`src/rtl/fm_stereo_sample_sequencer.sv`:
```
// Stereo sample FIFO plus zero-order-hold sequencer feeding the 192 kHz FM stereo modulator.
// Kp/Kf updates are deferred to sample boundaries, and hold-period underruns are counted.
module fm_stereo_sample_sequencer #(
  parameter int unsigned DEPTH  = 4,
  parameter int unsigned HOLD   = 4,
  parameter logic [3:0]  KP_RST = 4'b1000,
  parameter logic [7:0]  KF_RST = 8'b00110000
) (
  input  logic        clock,
  input  logic        reset,
  input  logic        clken_48,
  input  logic        clken_192,
  input  logic        in_valid,
  input  logic [17:0] in_left,
  input  logic [17:0] in_right,
  output logic        in_ready,
  input  logic        cfg_we,
  input  logic [3:0]  cfg_kp,
  input  logic [7:0]  cfg_kf,
  input  logic        ready_block_192,
  output logic [17:0] LI_LEFT,
  output logic [17:0] LI_RIGHT,
  output logic [3:0]  Kp,
  output logic [7:0]  Kf,
  output logic [2:0]  fifo_level,
  output logic [7:0]  underrun_count,
  output logic        running
);

  localparam int unsigned DATA_W = 18;
  localparam int unsigned LVL_W  = 3;
  localparam int unsigned PTR_W  = (DEPTH > 1) ? $clog2(DEPTH) : 1;
  localparam int unsigned HOLD_W = (HOLD > 1) ? $clog2(HOLD) : 1;

  typedef struct packed {
    logic [DATA_W-1:0] left;
    logic [DATA_W-1:0] right;
  } pair_t;

  typedef enum logic [1:0] {
    IDLE     = 2'd0,
    RUN      = 2'd1,
    UNDERRUN = 2'd2
  } state_t;

  state_t              state_q, state_d;
  logic [HOLD_W-1:0]   hold_q, hold_d;
  logic [PTR_W-1:0]    wr_ptr_q, wr_ptr_d;
  logic [PTR_W-1:0]    rd_ptr_q, rd_ptr_d;
  logic [LVL_W-1:0]    level_d;
  logic                in_ready_d;
  logic [DATA_W-1:0]   li_left_d, li_right_d;
  logic [3:0]          kp_d, pend_kp_q, pend_kp_d;
  logic [7:0]          kf_d, pend_kf_q, pend_kf_d;
  logic                pend_q, pend_d;
  logic [7:0]          ucnt_d;
  logic                running_d;
  logic                ce, push, load, apply, fifo_empty;
  pair_t               mem [0:DEPTH-1];
  pair_t               head;

  // clken_48 is a status-only strobe; the hold/underrun logic runs purely on consume events.
  logic unused_clken_48;
  assign unused_clken_48 = clken_48;

  assign ce         = ready_block_192 && clken_192;
  assign push       = in_valid && in_ready;
  assign fifo_empty = (fifo_level == '0);
  assign head       = mem[rd_ptr_q];

  // Sample storage; contents need no reset because the pointers and level define validity.
  always_ff @(posedge clock) begin
    if (push) begin
      mem[wr_ptr_q] <= pair_t'({in_left, in_right});
    end
  end

  // Next-state, hold counter, FIFO bookkeeping and configuration staging.
  always_comb begin
    state_d    = state_q;
    hold_d     = hold_q;
    li_left_d  = LI_LEFT;
    li_right_d = LI_RIGHT;
    ucnt_d     = underrun_count;
    load       = 1'b0;
    apply      = 1'b0;
    kp_d       = Kp;
    kf_d       = Kf;
    pend_d     = pend_q;
    pend_kp_d  = pend_kp_q;
    pend_kf_d  = pend_kf_q;

    case (state_q)
      IDLE, UNDERRUN: begin
        li_left_d  = '0;
        li_right_d = '0;
        apply      = pend_q;
        if (ce && !fifo_empty) begin
          load    = 1'b1;
          hold_d  = '0;
          state_d = RUN;
        end
      end
      RUN: begin
        if (ce) begin
          if (hold_q != HOLD_W'(HOLD - 1)) begin
            hold_d = hold_q + HOLD_W'(1);
          end else if (!fifo_empty) begin
            load   = 1'b1;
            hold_d = '0;
            apply  = pend_q;
          end else begin
            li_left_d  = '0;
            li_right_d = '0;
            hold_d     = '0;
            state_d    = UNDERRUN;
            if (underrun_count != 8'hFF) begin
              ucnt_d = underrun_count + 8'd1;
            end
          end
        end
      end
      default: begin
        state_d = IDLE;
      end
    endcase

    if (load) begin
      li_left_d  = head.left;
      li_right_d = head.right;
    end

    wr_ptr_d   = wr_ptr_q + PTR_W'(push);
    rd_ptr_d   = rd_ptr_q + PTR_W'(load);
    level_d    = fifo_level + LVL_W'(push) - LVL_W'(load);
    in_ready_d = (level_d != LVL_W'(DEPTH));
    running_d  = (state_d == RUN);

    // A write landing on an application edge stays pending for the next boundary.
    if (apply) begin
      kp_d   = pend_kp_q;
      kf_d   = pend_kf_q;
      pend_d = 1'b0;
    end
    if (cfg_we) begin
      pend_kp_d = cfg_kp;
      pend_kf_d = cfg_kf;
      pend_d    = 1'b1;
    end
  end

  // State and registered outputs.
  always_ff @(posedge clock or negedge reset) begin
    if (!reset) begin
      state_q        <= IDLE;
      hold_q         <= '0;
      wr_ptr_q       <= '0;
      rd_ptr_q       <= '0;
      fifo_level     <= '0;
      in_ready       <= 1'b1;
      LI_LEFT        <= '0;
      LI_RIGHT       <= '0;
      Kp             <= KP_RST;
      Kf             <= KF_RST;
      pend_q         <= 1'b0;
      pend_kp_q      <= '0;
      pend_kf_q      <= '0;
      underrun_count <= '0;
      running        <= 1'b0;
    end else begin
      state_q        <= state_d;
      hold_q         <= hold_d;
      wr_ptr_q       <= wr_ptr_d;
      rd_ptr_q       <= rd_ptr_d;
      fifo_level     <= level_d;
      in_ready       <= in_ready_d;
      LI_LEFT        <= li_left_d;
      LI_RIGHT       <= li_right_d;
      Kp             <= kp_d;
      Kf             <= kf_d;
      pend_q         <= pend_d;
      pend_kp_q      <= pend_kp_d;
      pend_kf_q      <= pend_kf_d;
      underrun_count <= ucnt_d;
      running        <= running_d;
    end
  end

endmodule

```
`config.mk`:
```
export PLATFORM = sky130hd
export DESIGN_NAME = fm_stereo_sample_sequencer
export DESIGN_NICKNAME = d
export VERILOG_FILES = /design/src/rtl/fm_stereo_sample_sequencer.sv
export SDC_FILE = /design/constraint.sdc
export NUM_CORES = 1
export LEC_CHECK = 0
export CAP_MARGIN = 40
export CORE_MARGIN = 2
export CORE_UTILIZATION = 30
export DETAILED_ROUTE_END_ITERATION = 10
export MAX_ROUTING_LAYER = met4
export PLACE_DENSITY = 0.57
export SYNTH_ARGS = -nofsm -noshare
export SYNTH_HDL_FRONTEND = slang
export SYNTH_SLANG_ARGS = --single-unit
```
`constraint.sdc`:
```
create_clock -name clock -period 4.4 [get_ports clock]
set_input_delay 0.88 -clock clock [delete_from_list [all_inputs] [get_ports clock]]
set_output_delay 0.88 -clock clock [all_outputs]
set_load 0.03 [all_outputs]
```
==> summary.txt, run 1 <==
Setup path
  • Arr. time, crit path: 3240 ps
  • CP startpoint kind: input port
  • R2r worst-path depth: 11
  • Crit Path Class: input port to register
  • CP Max Fanout: 4
  • CP max stage delay: 420 ps
  • Origin of the critical flop-to-flop path: hold_q[0]$_DFFE_PN0P_
  • R2R setup slack: 1760 ps
  • Slowest cell on crit path: clkdlybuf4s50_1
  • CP required: 4840 ps
  • Worst r2r dst: in_ready$_DFF_PN1_
  • Endpoint class of the critical path: register
  • Critical Path, Cell by Cell: clkdlybuf4s50_1 > and4b_1 > mux2i_1 > nor2_4 > ha_1 > inv_1 > ha_1 > fa_1 > xnor2_1 > xnor2_1 > nand2_1

Timing
  • RSZ-0062 raised after global routing: false
  • Fmax: 357 MHz
  • Tmin final: 2800 ps
  • Crit share post-route: 63.6%
  • Final count of hold timing violations: 0
  • Worst hold slack: 386 ps
  • Skew final: 7.44 ps
  • Max_slew headroom: 56.6%
  • Setup TNS: 0 ps
  • Slew @ Worst Pin: 649 ps
  • Fin. max-slew vios: 0
  • Setup-failing EPs final: 0

Yosys
  • Syn_nets: 477
  • Synthesis-stage register bit count: 226
  • Synthesis Warnings: 0
  • Post-Syn Area per Cell: 20.4 µm²
  • Post-synthesis sequential area ratio: 75.4%
  • Post-synth top area share: 51.1%
  • Number of synthesized flops with an enable pin: 144
  • Ys flop type: edfxtp_1
  • Post-synth top cells: edfxtp_1, dfrtp_1, a22o_1
  • Yosys cell types: 38
  • Leading area contributor after synthesis: edfxtp_1
  • Synth top area cells: edfxtp_1, dfrtp_1, mux4_2
  • Async set or reset register ratio after synthesis: 36.3%
  • Post-Syn Instances: 415
  • Most numerous cell in the Yosys netlist: edfxtp_1
  • Post-synthesis cell area: 8460 µm²

Job
  • Max Cap Violations: 0

Detailed routing
  • Vias per cell: 4.52
  • Final wirelength: 17.8 mm
  • Vias: 4286
  • WL/cell: 18.8 µm
  • Initial DRC count: 185
  • # DRC: 0
  • Post-route ant nets: 0
  • Pre-antenna DRT Iters: 4

GRT
  • First-pass GRT wire length: 27.2 mm
  • GRT Util Overall: 12.6%
  • Via count of the first global-routing pass: 4731
  • Initial antenna violation count: 0
  • Grt ovf: 0
  • Largest net degree at the start of global routing: 47

Pwr
  • Net switching power: 2330 µW
  • Sw Share: 30.4%
  • Pwr dens: 693 nW/µm²
  • Leakage: 0.00406 µW
  • Sequential share of power: 40.9%
  • Combinational power share: 30.9%
  • Internal: 5330 µW
  • Worst vdd ir: 0.253 mV
  • Clk pwr share: 28.2%

CTS
  • # resized after CTS: 0
  • Clock transition at the registers of the reported paths: 60 ps
  • Clock Sinks: 226
  • CTS buffer count: 26
  • CTS Hold Bufs: 0
  • H-Tree Depth: 1
  • CTS root buffer: clkbuf_16
  • CTS tree: built
  • Setup repair bufs after CTS: 0
  • Latest clock arrival within the worst-skew pair: 510 ps
  • Bufs on Longest Clock Path: 3

Finish
  • P&R area growth vs syn: 30.6%
  • Final core occ: 39.8%
  • # diodes: 0
  • Final Instance Area: 11000 µm²
  • Fraction of layout cells with a size suffix above 1: 23.0%
  • Fillers: 2551
  • NumNets Final: 612

Place
  • Placement Cell Area: 10200 µm²
  • IO buf count: 114
  • Placer Congestion: 0.696
  • DP HPWL: 10.9 mm

Floorplan
  • Site Rows: 61
  • Chip width: 172 µm
  • Total Die Area: 29600 µm²
  • CORE AREA: 27800 µm²
  • Die Ht: 172 µm
  • Initial Util: 30.5%
  • Io pins: 116

Status
  • Status: finished clean

Worst hold path
  • Min-Delay Path Class: input port to asynchronous set/reset pin
metrics by stage:
| step | worst slack [ps] | power [µW] | std cells |
|---|---|---|---|
| finish | 1600 | 7660 | 948 |
| global route | 1470 | 8060 | 948 |
| CTS | 1610 | 7810 | 948 |
| detailed placement | 1050 | 5600 | 900 |
| global placement | 1070 | 5470 | 893 |
| floorplan | 219 | 4600 | 415 |
power by group through the flow:
stage          Clock (µW)  Sequential, µW  Combinational (µW)
3_3_place_gp            0            3250                2210
6_report             2160            3130                2370
5_1_grt              2330            3190                2540
4_1_cts              2240            3140                2430
2_1_floorplan           0            3520                1080
3_5_place_dp            0            3180                2420
final cells by class:
type	count	area, µm²	share of cell area (%)
clock inverters	14	155	1.40
clock buffers	34	723	6.55
flip-flops and latches	226	6380	57.8
well taps	378	473	4.28
inverters	6	22.5	0.204
repair buffers	127	1340	12.1
multi-input cells	163	1950	17.7
per-layer routing:
layer	GRT usage (%)	part of all wire [%]	vias up
met3	2.95	5.9	30
li1	-	-	1921
met1	15.6	44	2224
met4	3.14	1.9	0
met5	-	0	-
met2	21.0	48	111
flip-flops by register name, summed over array words and instances (netlist names):
| register | cells |
|---|---|
| Kp | 4 |
| mem | 144 |
| LI_LEFT | 18 |
| running | 1 |
| fifo_level | 3 |
| state_q | 2 |
| hold_q | 2 |
| in_ready | 1 |
| pend_kp_q | 4 |
| Kf | 8 |
| underrun_count | 8 |
| pend_q | 1 |
| pend_kf_q | 8 |
| rd_ptr_q | 2 |
| wr_ptr_q | 2 |
| LI_RIGHT | 18 |
cell usage in the layout (no fill, tap or decap), drive strengths merged, types with 5 or more instances in the layout:
cell type / instances
nor2: 6
mux4: 36
buf: 14
clkinv: 7
dfrtp: 78
mux2: 25
ha: 6
clkbuf: 34
inv: 8
edfxtp: 144
clkdlybuf4s50: 113
nor3: 5
nand2: 11
a22o: 37
xor2: 8
worst max path at each step:
stage	start	endpoint	slack [ps]	cells after the start
2_1_floorplan	in_valid	mem[1][0]$_DFFE_PP_	220	2
3_3_place_gp	ready_block_192	in_ready$_DFF_PN1_	1070	11
5_1_grt	ready_block_192	in_ready$_DFF_PN1_	1470	11
3_5_place_dp	ready_block_192	in_ready$_DFF_PN1_	1050	11
6_report	clken_192	in_ready$_DFF_PN1_	1600	11
4_1_cts	ready_block_192	in_ready$_DFF_PN1_	1610	11
worst max-delay path: cells and delay by family:
kind,cells,cell delay [ps]
adder cells (fa/ha/maj),3,870
buffers and inverters,2,460
AND/OR/NAND/NOR,3,410
XOR/XNOR,2,340
multiplexers,1,280
cell families after synthesis:
group	Yosys count	share of synthesized area [%]
flip-flops	226	75.4
multiplexers	62	13.5
AO/OA/AOI/OAI	48	4.85
AND/OR/NAND/NOR	35	2.17
buffers and inverters	26	1.82
XOR/XNOR	11	1.14
adder cells (fa/ha/maj)	7	1.12
Note: power is estimated with default switching activity, not from simulation.
==> run 2: changes to the inputs <==
--- a/config.mk
+++ b/config.mk
@@ -10,7 +10,7 @@
 export CORE_UTILIZATION = 30
 export DETAILED_ROUTE_END_ITERATION = 10
 export MAX_ROUTING_LAYER = met4
-export PLACE_DENSITY = 0.57
+export PLACE_DENSITY = 0.59
 export SYNTH_ARGS = -nofsm -noshare
 export SYNTH_HDL_FRONTEND = slang
 export SYNTH_SLANG_ARGS = --single-unit
==> constraint.sdc (replaced) <==
create_clock -name clock -period 2.46 [get_ports clock]
set_input_delay 0.492 -clock clock [delete_from_list [all_inputs] [get_ports clock]]
set_output_delay 0.492 -clock clock [all_outputs]
set_load 0.03 [all_outputs]
==> summary.txt, run 2 (synthesis gave the netlist of run 1 again) <==
Setup path
  • CP Max Fanout: 3 (-1)
  • CP startpoint kind: register
  • CP max stage delay: 390 ps (-30 ps)
  • Endpoint class of the critical path: register
  • Worst r2r dst: in_ready$_DFF_PN1_
  • Critical Path, Cell by Cell: ha_2 > and4b_1 > mux2i_2 > nor2_4 > ha_1 > inv_1 > ha_2 > fa_2 > xnor2_2 > xnor2_2 > nand2_1
  • Critical Path End: in_ready$_DFF_PN1_
  • CP required: 2890 ps (-1950 ps)
  • Origin of the critical flop-to-flop path: hold_q[0]$_DFFE_PN0P_
  • Slowest cell on crit path: dfrtp_1
  • R2r worst-path depth: 11 (unchanged)
  • R2R setup slack: 110 ps (-1650 ps)
  • Arr. time, crit path: 2780 ps (-460 ps)
  • Crit path from: hold_q[0]$_DFFE_PN0P_
  • Crit Path Class: register to register

Finish
  • Fillers: 2509 (-1.6%)
  • Register with the most flip-flops: mem
  • P&R area growth vs syn: 32.1%
  • Commonest non-fill, non-tap cell in the layout: edfxtp_1
  • Fraction of layout cells with a size suffix above 1: 24.9% (+1.9 points)
  • NumNets Final: 621 (+1.5%)
  • Final core occ: 40.2% (+0.47 points)
  • Regs by FF count: mem (144), LI_LEFT (18), LI_RIGHT (18)
  • Non-Filler Instances: 957 (+0.95%)
  • Max reg flops: 144 (unchanged)
  • Most frequent cells in the layout: edfxtp_1, clkdlybuf4s50_1, dfrtp_1

Detailed routing
  • # DRC: 0 (unchanged)
  • Final wirelength: 17.5 mm (-1.7%)
  • Vias per cell: 4.51 (-0.20%)
  • WL/cell: 18.3 µm (-2.7%)
  • Pre-antenna DRT Iters: 4 (unchanged)
  • Vias: 4318 (+0.75%)
  • Post-route ant nets: 0 (unchanged)
  • Initial DRC count: 177 (-4.3%)

CTS
  • CTS buffer count: 25 (-3.8%)
  • CTS tree: built
  • H-Tree Depth: 1 (unchanged)
  • Latest clock arrival within the worst-skew pair: 520 ps (about the same)
  • Clock Sinks: 226 (unchanged)
  • Bufs on Longest Clock Path: 3 (unchanged)
  • CTS root buffer: clkbuf_16
  • Clock transition at the registers of the reported paths: 60 ps (about the same)

Pwr
  • Pwr dens: 1220 nW/µm² (+77%)
  • Tot Pwr: 13700 µW (+79%)
  • Leakage: 0.00410 µW (+1.0%)
  • Worst vdd ir: 0.632 mV (+150%)

Timing
  • Max_slew headroom: 56.7% (+0.098 points)
  • Fin. max-slew vios: 0 (unchanged)
  • RSZ-0062 raised after global routing: false
  • Fin worst setup slack: 110 ps (-1490 ps)
  • Setup-failing EPs final: 0 (unchanged)
  • Skew final: 20.4 ps (+13.0 ps)
  • Worst hold slack: 499 ps (+112 ps)
  • Final count of hold timing violations: 0 (unchanged)
  • Crit share post-route: 95.5%
  • Tmin final: 2350 ps
  • Fmax: 426 MHz
  • Slew @ Worst Pin: 648 ps (-0.969 ps)

Status
  • Status: finished clean

Floorplan
  • Die Ht: 172 µm (unchanged)
  • Chip width: 172 µm (unchanged)
  • Initial Util: 30.5% (unchanged)
  • CORE AREA: 27800 µm² (unchanged)
  • Io pins: 116 (unchanged)
  • Site Rows: 61 (unchanged)
  • Total Die Area: 29600 µm² (unchanged)

GRT
  • Grt ovf: 0 (unchanged)
  • Via count of the first global-routing pass: 4726 (-0.11%)
  • Largest net degree at the start of global routing: 57 (+21%)
  • GRT Util Overall: 12.4% (-0.17 points)
  • First-pass GRT wire length: 27.1 mm (-0.61%)
  • Initial antenna violation count: 1 (+1)

Place
  • Placer Congestion: 0.686 (-1.5%)
  • DP HPWL: 10.8 mm (-1.6%)
  • DP Cell Count: 907 (+0.78%)
  • Worst slack at placement: -334 ps (-1380 ps)
  • IO buf count: 114 (unchanged)

Worst hold path
  • Hold path startpoint: underrun_count[6]$_DFFE_PN0P_
  • Min-Delay Path Class: register to register

Job
  • Max Cap Violations: 0 (unchanged)
run 2: area by class of cell:
| class | instances | area, µm² | share of cell area, % |
|---|---|---|---|
| clock inverters | 16 | 169 | 1.51 |
| multi-input cells | 163 | 2000 | 17.9 |
| diodes | 1 | 2.50 | 0.0224 |
| clock buffers | 30 | 654 | 5.85 |
| repair buffers | 137 | 1470 | 13.2 |
| well taps | 378 | 473 | 4.23 |
| inverters | 6 | 22.5 | 0.201 |
| flip-flops and latches | 226 | 6390 | 57.1 |
run 2: critical path: cells and delay by family (launching register included):
family / cells / cell delay (ps)
XOR/XNOR: 2 / 310
adder cells (fa/ha/maj): 4 / 990
buffers and inverters: 1 / 40
flip-flops: 1 / 390
multiplexers: 1 / 230
AND/OR/NAND/NOR: 3 / 330
run 2: how the worst min path moves through the flow:
stage                     cells past startpoint                       endpoint  slack, ps
after floorplan                               0              Kf[0]$_DFFE_PN0P_        200
after global placement                        1        fifo_level[1]$_DFF_PN0_        460
after detailed placement                      1        fifo_level[2]$_DFF_PN0_        480
after CTS                                     2        LI_RIGHT[7]$_DFFE_PN0P_        490
after global routing                          2       LI_RIGHT[11]$_DFFE_PN0P_        520
final                                         1  underrun_count[6]$_DFFE_PN0P_        500
run 2: through the flow:
stage	area, µm²	TNS, ps
global placement	10300	-2640
CTS	11200	0
finish	11200	0
detailed placement	10300	-679
global route	11200	0
floorplan	8500	-23270
run 2: report_power, final:
group / switching (µW) / internal, µW
combinational: 2070 / 2210
sequential: 653 / 5060
clock: 1480 / 2220
run 2: metal layers:
layer	up-vias	share of wire [%]	track usage [%]
met5	-	0	-
met1	2223	44	15.7
li1	1952	-	-
met4	0	2.4	3.14
met2	111	49	20.6
met3	32	4.9	2.52
run 2: repair_timing:
item,CTS,global route
pin swaps,0,2
hold endpoints to repair,25,0
gates resized for setup,1,1
setup buffers,0,2
endpoints found under the setup margin,1,2
hold buffers,1,0
